`config.mk`:
```
export PLATFORM = sky130hd
export DESIGN_NAME = wb_grf
export DESIGN_NICKNAME = d
export VERILOG_FILES = /design/src/rtl/wb_grf.sv
export SDC_FILE = /design/constraint.sdc
export NUM_CORES = 2
export LEC_CHECK = 0
export ABC_CLOCK_PERIOD_IN_PS = 5000
export CAP_MARGIN = 20
export CORE_UTILIZATION = 28
export DETAILED_ROUTE_END_ITERATION = 6
export DONT_BUFFER_PORTS = 1
export GPL_ROUTABILITY_DRIVEN = 0
export GPL_TIMING_DRIVEN = 0
export PLACE_DENSITY_LB_ADDON = 0.08
export SKIP_LAST_GASP = 1
export SLEW_MARGIN = 20
export SYNTH_ARGS = -nofsm -noshare
export SYNTH_HDL_FRONTEND = slang
export SYNTH_SLANG_ARGS = --single-unit
```
`constraint.sdc`:
```
create_clock -name clk -period 5 [get_ports clk]
set_input_delay 1 -clock clk [delete_from_list [all_inputs] [get_ports clk]]
set_output_delay 1 -clock clk [all_outputs]
set_load 0.01 [all_outputs]
```
`src/rtl/wb_grf.sv`:
```
// Writeback-stage general register file: 31 writable 32-bit registers, a
// same-cycle write-to-read bypass, a one-cycle commit trace and a commit counter.
module wb_grf (
    input  logic        clk,
    input  logic        reset,
    input  logic [5:0]  W_opcode,
    input  logic [5:0]  W_func,
    input  logic [31:0] W_wdata,
    input  logic [4:0]  W_rd,
    input  logic [31:0] W_pc,
    input  logic [4:0]  D_rs,
    input  logic [4:0]  D_rt,
    output logic [31:0] D_rs_data,
    output logic [31:0] D_rt_data,
    output logic        trace_valid,
    output logic [31:0] trace_pc,
    output logic [31:0] trace_data,
    output logic [4:0]  trace_rd,
    output logic [31:0] wr_count
);

    logic [31:0] regs_r [0:31];
    logic        we_s;
    logic        commit_s;
    logic        trace_valid_r;
    logic [31:0] trace_pc_r;
    logic [31:0] trace_data_r;
    logic [4:0]  trace_rd_r;
    logic [31:0] wr_count_r;

    function automatic logic decode_we(input logic [5:0] opcode, input logic [5:0] func);
        logic we;
        case (opcode)
            6'h0D, 6'h0F, 6'h23, 6'h03: we = 1'b1;
            6'h00: begin
                case (func)
                    6'h20, 6'h21, 6'h22, 6'h23, 6'h2A: we = 1'b1;
                    default: we = 1'b0;
                endcase
            end
            default: we = 1'b0;
        endcase
        return we;
    endfunction

    // Gating with reset keeps the bypass silent while the file is held cleared.
    assign we_s     = decode_we(W_opcode, W_func);
    assign commit_s = we_s && (W_rd != 5'd0) && reset;

    // rs read port: zero register, then same-cycle bypass, then stored value
    always_comb begin
        D_rs_data = 32'd0;
        if (D_rs == 5'd0) begin
            D_rs_data = 32'd0;
        end else if (commit_s && (D_rs == W_rd)) begin
            D_rs_data = W_wdata;
        end else begin
            D_rs_data = regs_r[D_rs];
        end
    end

    // rt read port: same priority as rs
    always_comb begin
        D_rt_data = 32'd0;
        if (D_rt == 5'd0) begin
            D_rt_data = 32'd0;
        end else if (commit_s && (D_rt == W_rd)) begin
            D_rt_data = W_wdata;
        end else begin
            D_rt_data = regs_r[D_rt];
        end
    end

    // Register array; entry 0 is never written so it stays at its reset value
    always_ff @(posedge clk or negedge reset) begin
        if (!reset) begin
            for (int i = 0; i < 32; i++) begin
                regs_r[i] <= 32'd0;
            end
        end else if (commit_s) begin
            regs_r[W_rd] <= W_wdata;
        end
    end

    // Commit trace and counter; fields hold their last commit between pulses
    always_ff @(posedge clk or negedge reset) begin
        if (!reset) begin
            trace_valid_r <= 1'b0;
            trace_pc_r    <= 32'd0;
            trace_data_r  <= 32'd0;
            trace_rd_r    <= 5'd0;
            wr_count_r    <= 32'd0;
        end else begin
            trace_valid_r <= commit_s;
            if (commit_s) begin
                trace_pc_r   <= W_pc;
                trace_data_r <= W_wdata;
                trace_rd_r   <= W_rd;
                wr_count_r   <= wr_count_r + 32'd1;
            end
        end
    end

    assign trace_valid = trace_valid_r;
    assign trace_pc    = trace_pc_r;
    assign trace_data  = trace_data_r;
    assign trace_rd    = trace_rd_r;
    assign wr_count    = wr_count_r;

endmodule

```
==> metrics.cfg <==
[synth]
postSynthNetCount=4265
synth_edf_count=0
syn_area_per_cell_sq_um=14.2
syn_area_sq_um=59400
syn_inst=4171
synth_warnings=0
synth_flop_cell=dfrtp_1
async_reset_ff_frac=1.00
synth-seq-area-share=0.475
yosys_register_bits=1126
synth.distinct_cells=61

[power]
peakVddDrop_v=0.000372
switchingPower_uw=6270
p_comb_frac=0.098
p_leak_uw=0.0314
p_sw_frac=0.275
power.share.clock=0.470
p_int_uw=16500
p_seq_frac=0.432
powerDensity_nw_per_um2=333

[finish]
drive_above_1_share=0.464
most-common-layout-cells=1,126 x dfrtp_1, 1,056 x mux2_2, 448 x mux4_2, 224 x clkbuf_1, 191 x nand2_1
multiInputGateArea_sq_um=29300
nets=4431
final_core_util=0.326
syn_to_final_growth_pct=15.5
n_fill_cell=20931
stdcell_area_sq_um=68600
seq_area_sq_um=28200
layout_commonest_cell=dfrtp_1
final_cells=7267

[timing]
setup_tns_ps=-203
finalClockSkew_ps=24.3
setup_violations=6
min_period_ps=5060
tightest_slew_ps=1310
setup_slack_ps=-57.6
period_share=1.01
hold_violations=0
grt_setup_unrepaired=true
clock.fmax_mhz=198
max_slew_margin=0.129
final_max_slew_viol_count=0

[cts]
root_buffer=clkbuf_16
clock_sinks=1126
clockBufferDepth=3
clkTransAtPathRegs_ps=60
cts_tree=yes
insertion_delay_ps=820
htree_levels=4
numCtsBuffers=147

[worst_setup_path]
cp.arrival_ps=4060
critPathMaxStageDelay_ps=690
crit_top_cell=buf_2
crit_family=buffers and inverters
crit_type=input pin to output port
path_cells=buf_2 -> buf_2 -> buf_2 -> mux2_2 -> o221ai_1 -> a211oi_1 -> a211oi_1 -> a211oi_2
endpoint_kind=output port
cp_num_buf_inv=3
cp-start-kind=input pin
worst_path_max_delay_cell=a211oi_1
path_max_fanout=10
required_ps=4000

[global_routing]
grt_overflow=0
grt_max_degree=141
track_usage=0.249
grt_pass1_vias=41773
grt_first_pass_wirelength_microns=367000
antenna_found_initial=26

[floorplan]
die_w_microns=462
core_sq_um=210000
die_area_sq_um=214000
std_cell_rows=168
die_y_microns=462
pin_count=259
start_util=0.282

[detailed_routing]
vias_per_cell=5.50
ant_nets=0
remaining_drc_errors=0
drt-total-wl_microns=269000
via_count=39991
dr.pass1.iters=5
drt_iter0_drc=3196
wl_per_cell_microns=37.0

[placed_design]
dp_hpwl_microns=187000
placed_cells=6989
place_ws_ps=-1910
post_dp_cell_area_sq_um=63300
portBuffers=0

[run]
maxCapViolCount=0

[outcome]
violations=negative setup slack
status=finished with violations

[worst_hold_path]
hold_class=input pin to async pin

registers in the layout, indices dropped and copies added, names as in the netlist:
name,count
regs_r,1024
trace_data,32
trace_pc,32
trace_rd,5
trace_valid,1
wr_count,32
kinds of logic after synthesis:
group | synth area share
muxes | 0.392
DFF | 0.475
xor gates and xnor gates | 0.00605
adders and majority gates | 0.000211
AOI/OAI and AO/OA | 0.0596
buffers and inverters | 0.0361
and+or+nand+nor | 0.0313
routing by layer:
metal | vias to the layer above | global-route usage | wire length, microns
li1 | 16382 | - | -
met1 | 21870 | 0.328 | 115000
met2 | 1343 | 0.399 | 125000
met3 | 396 | 0.0532 | 16900
met4 | 0 | 0.0991 | 11400
met5 | - | 0 | 0
through the flow:
| step | hold WS, ps | total power [uW] |
|---|---|---|
| after floorplan | 441 | 11100 |
| after global placement | 456 | 12000 |
| after detailed placement | 463 | 12200 |
| after CTS | 9.56 | 23100 |
| after global routing | 53.3 | 23600 |
| final | 55.8 | 22800 |
final timing paths:
kind	slack, ps	depth (start not counted)	start	end
worst max-delay path	-60	8	D_rt[0]	D_rt_data[25]
worst max register to register	2550	6	wr_count[4]$_DFFE_PN0P_	wr_count[30]$_DFFE_PN0P_
worst min-delay path	60	1	reset	regs_r[504]$_DFFE_PN0P_
min in group clk	310	2	W_pc[0]	trace_pc[0]$_DFFE_PN0P_
max in group asynchronous	3050	3	reset	trace_data[8]$_DFFE_PN0P_
worst min register to register	470	1	regs_r[999]$_DFFE_PN0P_	regs_r[999]$_DFFE_PN0P_
cell type report:
class | count | share of cell area
inverters | 41 | 0.00228
well taps | 2805 | 0.0512
flip-flops and latches | 1126 | 0.411
repair buffers | 21 | 0.00673
diodes | 16 | 0.000584
multi-input cells | 2537 | 0.427
clock buffers | 227 | 0.0644
plain buffers | 463 | 0.0320
clock inverters | 31 | 0.00491
synth_stat cells (3+ instances only):
cell	count	area share
inv_1	40	0.0025
nand3_1	31	0.0026
mux2_2	1056	0.20
o211a_1	27	0.0046
o221ai_1	34	0.0050
buf_1	33	0.0021
nor2b_1	13	0.0014
nand4_1	16	0.0017
nor2_1	47	0.0030
and2_0	3	0.00032
a22oi_1	144	0.018
nor4_1	13	0.0014
or3b_2	3	0.00044
and3b_1	4	0.00059
buf_2	158	0.013
o22ai_1	33	0.0035
mux4_2	448	0.17
xnor2_1	18	0.0027
o211ai_1	28	0.0035
nand4_2	4	0.00084
a2111oi_0	4	0.00059
nand2b_1	11	0.0012
o21ai_0	38	0.0032
a21oi_1	37	0.0031
a21o_1	27	0.0034
nor3b_1	5	0.00063
nand2_1	193	0.012
xor2_1	23	0.0034
buf_4	10	0.0013
dfrtp_1	1126	0.47
a22o_1	3	0.00044
nor3_1	18	0.0015
clkbuf_1	264	0.017
a211oi_1	96	0.012
mux2_1	29	0.0055
o2111ai_1	3	0.00044
mux2i_1	97	0.016
what timing repair did:
item | CTS | global route
gates cloned | 4 | 0
buffers inserted | 3 | 0
hold buffers | 1 | 0
gates resized for setup | 85 | 35
pin swaps | 2 | 1
hold endpoints to repair | 53 | 0
endpoints found under the setup margin | 64 | 42
power by group through the flow:
stage	combinational (uW)	sequential (uW)	clock, uW
CTS	2260	9860	11000
floorplan	1210	9890	0
global route	2380	9900	11300
detailed placement	2220	10000	0
finish	2240	9860	10700
global placement	1980	10000	0
Power figures use the tool's default switching activity.
